`config.mk`:
```
export PLATFORM = sky130hd
export DESIGN_NAME = mul_acc_stream
export DESIGN_NICKNAME = d
export VERILOG_FILES = /design/src/rtl/mul_acc_stream.sv
export SDC_FILE = /design/constraint.sdc
export NUM_CORES = 2
export LEC_CHECK = 0
export ABC_AREA = 1
export CELL_PAD_IN_SITES_DETAIL_PLACEMENT = 1
export CELL_PAD_IN_SITES_GLOBAL_PLACEMENT = 1
export CORE_UTILIZATION = 25
export DETAILED_ROUTE_END_ITERATION = 7
export PLACE_DENSITY_LB_ADDON = 0.1
export SYNTH_ARGS = -nofsm -noshare
export SYNTH_HDL_FRONTEND = slang
export SYNTH_HIERARCHICAL = 1
export SYNTH_SLANG_ARGS = --single-unit
```
`constraint.sdc`:
```
create_clock -name clk -period 28.4 [get_ports clk]
set_input_delay 8.52 -clock clk [delete_from_list [all_inputs] [get_ports clk]]
set_output_delay 8.52 -clock clk [all_outputs]
set_load 0.02 [all_outputs]
```
`src/rtl/mul_acc_stream.sv`:
```
// -----------------------------------------------------------------------------
// mul_acc_stream
//   Streaming multiply-accumulate stage. Operand pairs arrive on a valid/ready
//   handshake and are summed as unsigned 64-bit products into an ACC_W-bit
//   accumulator. The beat flagged last closes the accumulation. Its total, its
//   beat count and a sticky overflow flag are then held on an output
//   handshake until the consumer takes them.
//
//   Pipeline: S1 operand regs -> Wallace multiplier -> S2 product reg ->
//             S3 accumulator -> output regs (HOLD)
//
// Ports
//   clk, rst      clock, asynchronous active-high reset
//   clear         synchronous flush of pipeline, accumulator and counter
//   in_valid/in_ready, in_a, in_b, in_last   operand beat handshake
//   out_valid/out_ready                      result handshake
//   out_acc       accumulated sum of products (wraps modulo 2^ACC_W)
//   out_count     beats accumulated, saturating at all-ones
//   out_overflow  sticky carry-out of the accumulator
//
// Also contains wallacetree32x32, the 32x32 unsigned multiplier that S1 feeds.
// -----------------------------------------------------------------------------

// 32x32 unsigned multiplier. 32 partial products are reduced to two rows by
// levels of 3:2 carry-save compressors, and a single carry-propagate add
// follows. Row counts per level: 32-22-15-10-7-5-4-3-2.
module wallacetree32x32 (
  input  logic [31:0] a_i,  // multiplicand
  input  logic [31:0] b_i,  // multiplier
  output logic [63:0] p_o   // product
);

  logic [63:0] rows_s [0:32];
  logic [63:0] nxt_s  [0:32];
  int          n_s;
  int          m_s;

  // Partial-product generation followed by the carry-save reduction tree.
  always_comb begin
    for (int i = 0; i < 33; i++) begin
      rows_s[i] = 64'd0;
      nxt_s[i]  = 64'd0;
    end
    for (int i = 0; i < 32; i++) begin
      if (b_i[i]) begin
        rows_s[i] = 64'(a_i) << i;
      end else begin
        rows_s[i] = 64'd0;
      end
    end
    n_s = 32;
    m_s = 0;
    for (int lvl = 0; lvl < 8; lvl++) begin
      for (int k = 0; k < 33; k++) begin
        nxt_s[k] = 64'd0;
      end
      m_s = 0;
      for (int g = 0; g < 11; g++) begin
        if (3 * g + 2 < n_s) begin
          // Full adder per bit: sum stays in place, carry moves up one bit.
          // Bits shifted out above 63 do not matter because the product fits.
          nxt_s[m_s]     = rows_s[3*g] ^ rows_s[3*g+1] ^ rows_s[3*g+2];
          nxt_s[m_s + 1] = ((rows_s[3*g] & rows_s[3*g+1]) |
                            (rows_s[3*g] & rows_s[3*g+2]) |
                            (rows_s[3*g+1] & rows_s[3*g+2])) << 1;
          m_s = m_s + 2;
        end else begin
          // Rows that do not fill a whole group pass straight to the next level.
          if (3 * g < n_s) begin
            nxt_s[m_s] = rows_s[3*g];
            m_s = m_s + 1;
          end else begin
            m_s = m_s + 0;
          end
          if (3 * g + 1 < n_s) begin
            nxt_s[m_s] = rows_s[3*g+1];
            m_s = m_s + 1;
          end else begin
            m_s = m_s + 0;
          end
        end
      end
      for (int k = 0; k < 33; k++) begin
        rows_s[k] = nxt_s[k];
      end
      n_s = m_s;
    end
    p_o = rows_s[0] + rows_s[1];
  end

endmodule

module mul_acc_stream #(
  parameter int ACC_W = 72,
  parameter int CNT_W = 16
) (
  input  logic             clk,
  input  logic             rst,
  input  logic             clear,
  input  logic             in_valid,
  output logic             in_ready,
  input  logic [31:0]      in_a,
  input  logic [31:0]      in_b,
  input  logic             in_last,
  output logic             out_valid,
  input  logic             out_ready,
  output logic [ACC_W-1:0] out_acc,
  output logic [CNT_W-1:0] out_count,
  output logic             out_overflow
);

  typedef enum logic {
    ACCUM = 1'b0,
    HOLD  = 1'b1
  } state_t;

  state_t             state_q,     state_d;
  logic               in_ready_q,  in_ready_d;
  logic               s1_valid_q,  s1_valid_d;
  logic               s1_last_q,   s1_last_d;
  logic [31:0]        a_q,         a_d;
  logic [31:0]        b_q,         b_d;
  logic               s2_valid_q,  s2_valid_d;
  logic               s2_last_q,   s2_last_d;
  logic [63:0]        prod_q,      prod_d;
  logic               s3_last_q,   s3_last_d;
  logic [ACC_W-1:0]   acc_q,       acc_d;
  logic [CNT_W-1:0]   cnt_q,       cnt_d;
  logic               ovf_q,       ovf_d;
  logic               out_valid_q, out_valid_d;
  logic [ACC_W-1:0]   out_acc_q,   out_acc_d;
  logic [CNT_W-1:0]   out_cnt_q,   out_cnt_d;
  logic               out_ovf_q,   out_ovf_d;

  logic [63:0]        prod_s;
  logic [ACC_W:0]     sum_s;
  logic               accept_s;

  wallacetree32x32 u_mul (
    .a_i (a_q),
    .b_i (b_q),
    .p_o (prod_s)
  );

  assign in_ready     = in_ready_q;
  assign out_valid    = out_valid_q;
  assign out_acc      = out_acc_q;
  assign out_count    = out_cnt_q;
  assign out_overflow = out_ovf_q;

  // Next-state logic for the pipeline, the accumulator and the ACCUM/HOLD FSM.
  always_comb begin
    state_d     = state_q;
    s1_valid_d  = 1'b0;
    s1_last_d   = 1'b0;
    a_d         = a_q;
    b_d         = b_q;
    s2_valid_d  = 1'b0;
    s2_last_d   = 1'b0;
    prod_d      = prod_q;
    s3_last_d   = 1'b0;
    acc_d       = acc_q;
    cnt_d       = cnt_q;
    ovf_d       = ovf_q;
    out_valid_d = out_valid_q;
    out_acc_d   = out_acc_q;
    out_cnt_d   = out_cnt_q;
    out_ovf_d   = out_ovf_q;
    in_ready_d  = 1'b0;

    accept_s = in_valid && in_ready_q;
    // One extra bit catches the carry out of the top accumulator bit.
    sum_s    = {1'b0, acc_q} + (ACC_W + 1)'(prod_q);

    if (clear) begin
      // Flush wins over both handshakes, including a result being taken.
      state_d     = ACCUM;
      acc_d       = '0;
      cnt_d       = '0;
      ovf_d       = 1'b0;
      out_valid_d = 1'b0;
      out_acc_d   = '0;
      out_cnt_d   = '0;
      out_ovf_d   = 1'b0;
      in_ready_d  = 1'b1;
    end else begin
      // S1: capture operands on an accepted beat.
      if (accept_s) begin
        s1_valid_d = 1'b1;
        s1_last_d  = in_last;
        a_d        = in_a;
        b_d        = in_b;
      end else begin
        s1_valid_d = 1'b0;
        s1_last_d  = 1'b0;
      end

      // S2: register the product of the S1 operands.
      if (s1_valid_q) begin
        s2_valid_d = 1'b1;
        s2_last_d  = s1_last_q;
        prod_d     = prod_s;
      end else begin
        s2_valid_d = 1'b0;
        s2_last_d  = 1'b0;
      end

      // S3: accumulate, count with saturation, track sticky overflow.
      if (s2_valid_q) begin
        acc_d     = sum_s[ACC_W-1:0];
        ovf_d     = ovf_q | sum_s[ACC_W];
        s3_last_d = s2_last_q;
        if (cnt_q == {CNT_W{1'b1}}) begin
          cnt_d = cnt_q;
        end else begin
          cnt_d = cnt_q + CNT_W'(1);
        end
      end else begin
        s3_last_d = 1'b0;
      end

      case (state_q)
        ACCUM: begin
          // The last beat's product is in acc_q now; publish it.
          if (s3_last_q) begin
            state_d     = HOLD;
            out_valid_d = 1'b1;
            out_acc_d   = acc_q;
            out_cnt_d   = cnt_q;
            out_ovf_d   = ovf_q;
          end else begin
            state_d = ACCUM;
          end
        end
        HOLD: begin
          if (out_ready) begin
            state_d     = ACCUM;
            acc_d       = '0;
            cnt_d       = '0;
            ovf_d       = 1'b0;
            out_valid_d = 1'b0;
            out_acc_d   = '0;
            out_cnt_d   = '0;
            out_ovf_d   = 1'b0;
          end else begin
            state_d = HOLD;
          end
        end
        default: begin
          state_d     = ACCUM;
          out_valid_d = 1'b0;
        end
      endcase

      // Ready is registered: it is closed from the cycle after a last beat is
      // accepted until the cycle after its result is taken.
      in_ready_d = (state_d == ACCUM) && !s1_last_d && !s2_last_d && !s3_last_d;
    end
  end

  // State and pipeline registers with asynchronous reset.
  always_ff @(posedge clk or posedge rst) begin
    if (rst) begin
      state_q     <= ACCUM;
      in_ready_q  <= 1'b1;
      s1_valid_q  <= 1'b0;
      s1_last_q   <= 1'b0;
      a_q         <= 32'd0;
      b_q         <= 32'd0;
      s2_valid_q  <= 1'b0;
      s2_last_q   <= 1'b0;
      prod_q      <= 64'd0;
      s3_last_q   <= 1'b0;
      acc_q       <= '0;
      cnt_q       <= '0;
      ovf_q       <= 1'b0;
      out_valid_q <= 1'b0;
      out_acc_q   <= '0;
      out_cnt_q   <= '0;
      out_ovf_q   <= 1'b0;
    end else begin
      state_q     <= state_d;
      in_ready_q  <= in_ready_d;
      s1_valid_q  <= s1_valid_d;
      s1_last_q   <= s1_last_d;
      a_q         <= a_d;
      b_q         <= b_d;
      s2_valid_q  <= s2_valid_d;
      s2_last_q   <= s2_last_d;
      prod_q      <= prod_d;
      s3_last_q   <= s3_last_d;
      acc_q       <= acc_d;
      cnt_q       <= cnt_d;
      ovf_q       <= ovf_d;
      out_valid_q <= out_valid_d;
      out_acc_q   <= out_acc_d;
      out_cnt_q   <= out_cnt_d;
      out_ovf_q   <= out_ovf_d;
    end
  end

endmodule

```
==> summary.md <==
| Metric | Value |
|---|---|
| Placed Cells incl. Taps | `10200` |
| Core footprint | `213000 sq um` |
| Final wirelength | `199 mm` |
| Kind of critical path | `input pin to flip-flop` |
| Vias/cell | `4.26` |
| Main combinational cell family by area after synthesis | `adder cells` |
| Clock Latency Late Sink | `0.65 ns` |
| Worst Hold Depth | `2` |
| Post-Synth Adder-Cell Area | `40.4%` |
| CTS Root Cell | `clkbuf_16` |
| Synth-to-layout area growth | `11.4%` |
| Final setup viols | `0` |
| Initial Utilization | `25.2%` |
| Core Util, Final | `28.1%` |
| Total number of vias | `44000` |
| Post-DRT Antenna Nets | `0` |
| Clk buf depth | `3` |
| Beginning of the worst hold path | `a_q[13]` |
| Clock sinks | `314` |
| DRT Pass-1 Iters | `5` |
| Hold_buf cts | `0` |
| Synthesized net count | `8716` |
| Clock Pin Slew Worst Setup and Hold Paths | `0.06 ns` |
| Crit Path Max Fanout | `65` |
| HP Class | `flip-flop to flip-flop` |
| Largest net degree at the start of global routing | `87` |
| Relative slew slack | `27.3%` |
| Multi-input gate area | `36400 sq um` |
| Grt ovf | `0` |
| Most common cell in the netlist | `nand2_1` |
| Worst Skew | `0.0443 ns` |
| Die H | `465 microns` |
| DR iter-0 viols | `1621` |
| Io pins | `161` |
| Crit share post-route | `37.1%` |
| Fillcell total | `26100` |
| Worst reg2reg setup slack | `20.47 ns` |
| Reg2reg start | `a_q[6]` |
| Async set or reset register ratio after synthesis | `100%` |
| Wl on met1 | `94.3 mm` |
| Max Used Layer | `met4` |
| Cell taking the most area after synthesis | `fa_1` |
| Minimum clock period | `10.53 ns` |
| Max frequency | `0.0949 GHz` |
| Worst-Margin Slew | `1.09 ns` |
| Synth Flop Type | `dfrtp_1` |
| CP Data Required Time | `28.91 ns` |
| Final non-filler cell area | `59800 sq um` |
| Reg2Reg Depth | `28` |
| Final non-filler cell total | `10300` |
| Max-slew violation count | `0` |
| H-Tree Depth | `2` |
| DRC Markers | `0` |
| CTS tree | `built` |
| Number of max-cap violations | `0` |
| Buffers on Ports | `160` |
| Cell area after synthesis | `53600 sq um` |
| Xor/xnor share of the synthesized area | `0.898%` |
| DIE AREA | `216000 sq um` |
| Min-Delay Endpoint | `a_q[13]` |
| Post-synthesis sequential element count | `314` |
| Post-route setup TNS | `0 ns` |
| CTS Buf Count | `42` |
| Crit start category | `input pin` |
| RSZ-0062 raised after global routing | `no` |
| Element type at the critical path end | `flip-flop` |
| Final GP Congestion | `0.873` |
| All-Layer GR Usage | `18.7%` |
| Status | `finished clean` |
| Register area share after synthesis | `14.7%` |
| Synth Area in Simple Gates | `22.7%` |
| DP Area | `58300 sq um` |
| Top area cells in the synthesized netlist | `fa_1 34%, nand2_1 17%, inv_1 16%, dfrtp_1 15%, ha_1 6.5%` |
| Avg Cell Area, Syn | `7.19 sq um` |
| Reg2reg end | `prod_q[49]` |
| Met2 wire length | `98.2 mm` |
| Drt wl/cell | `19.3 microns` |
| Nets | `8721` |
| WL met3 | `3.35 mm` |
| Initial antenna violation count | `2` |
| Synth top area share | `33.9%` |
| Hpwl dp | `163 mm` |
| Gate Count Post-Synth | `7458` |
| Final hold violation count | `0` |
| CP arrival | `11.05 ns` |
| Mux cell area share after synthesis | `0%` |
| Resized cells post-CTS | `0` |
| Layout cells sized above 1 | `4.18%` |
| Post-synth top cells | `2456 x nand2_1, 2217 x inv_1, 909 x fa_1` |
| Compound-cell area share of the yosys netlist | `3.76%` |
| Netlist cell types | `41` |
| Setup bufs post-CTS | `0` |
| First-pass GRT wire length | `310 mm` |
| Vias in the first global route | `49900` |
| Number of synthesized flops with an enable pin | `0` |
| Yosys warning total | `6` |
| Die W | `465 microns` |
| Sequential cell area | `7880 sq um` |
| Core Rows | `169` |
-- cells in the final DEF, fill, tap and decap left out, types with 4 or more instances in the layout --
master              n
dfrtp_2            18
o21bai_1           12
clkbuf_16          42
nand3_1           142
o21ai_0            62
o21ai_1             6
xor2_1             48
nand4_1            26
buf_4              64
dfrtp_1           295
nand2_2            43
diode_2             4
bufinv_16           4
a21oi_1           171
and2_1              6
nand3_2            17
fa_1              909
nor2_2             38
inv_2              30
o22ai_1            90
clkbuf_8            8
xnor2_1             7
o211ai_1            8
clkinv_2            7
nor2_1            245
nand2_1          2455
nor2_4             13
clkbuf_1            8
ha_1              279
clkdlybuf4s50_1   160
nor3_2              5
inv_1            2214
nor3_1             19
nor4_1              8
-- registers in the layout, summed over array words and instances (netlist names) --
| signal | cells |
|---|---|
| b_q | 32 |
| s3_last_q | 1 |
| ovf_q | 1 |
| in_ready | 1 |
| out_valid | 1 |
| s2_valid_q | 1 |
| s2_last_q | 1 |
| s1_valid_q | 1 |
| a_q | 32 |
| s1_last_q | 1 |
| prod_q | 64 |
| out_count | 16 |
| out_acc | 72 |
| state_q | 1 |
| out_overflow | 1 |
| acc_q | 72 |
| cnt_q | 16 |
-- how the worst max path moves through the flow --
stage          startpoint     endpoint  slack [ns]  cells past startpoint
5_1_grt               rst  out_acc[46]       17.52                      4
2_1_floorplan         rst       a_q[0]       11.20                      1
6_report            clear    prod_q[7]       17.87                      7
4_1_cts               rst    acc_q[45]       17.79                      4
3_5_place_dp          rst    acc_q[45]       17.07                      4
3_3_place_gp          rst    acc_q[53]       17.09                      4
-- through the flow --
stage          worst slack [ns]  hold slack (ns)
6_report                  17.87            0.467
5_1_grt                   17.52            0.495
4_1_cts                   17.79            0.475
3_5_place_dp              17.07            0.460
3_3_place_gp              17.09            0.455
2_1_floorplan             11.20            0.455
-- layout make-up --
cell class | count | area share [%]
diodes | 4 | 0.0168
clock buffers | 58 | 1.99
clock inverters | 19 | 0.427
inverters | 2246 | 14.1
multi-input cells | 4635 | 60.9
flip-flops and latches | 314 | 13.2
well taps | 2821 | 5.91
repair buffers | 224 | 3.48
-- per-layer routing --
layer / GRT usage (%) / vias to the layer above
li1: - / 21000
met1: 25.1 / 22500
met2: 33.4 / 372
met3: 1.09 / 121
met4: 2.99 / 0
met5: 0 / -
-- cells by family (layout without fill, tap and decap cells) --
| group | count (synthesis) | after routing |
|---|---|---|
| and+or+nand+nor | 3029 | 3029 |
| buffers and inverters | 2509 | 2547 |
| adders and majority gates | 1188 | 1188 |
| AOI/OAI and AO/OA | 363 | 363 |
| DFF | 314 | 314 |
| xor gates and xnor gates | 55 | 55 |
| other | 0 | 4 |
-- worst max-delay path, cell delays in order --
cell and delay [ns]:
clkdlybuf4s50_1 0.72, inv_1 0.17, nand2_2 0.08, buf_4 0.52, inv_2 0.63, nand2_1 0.22
nand2_1 0.07
Power is left out: the tool's default activity adds up to more than one toggle a clock period on the data nets, which glitch-free logic cannot reach.
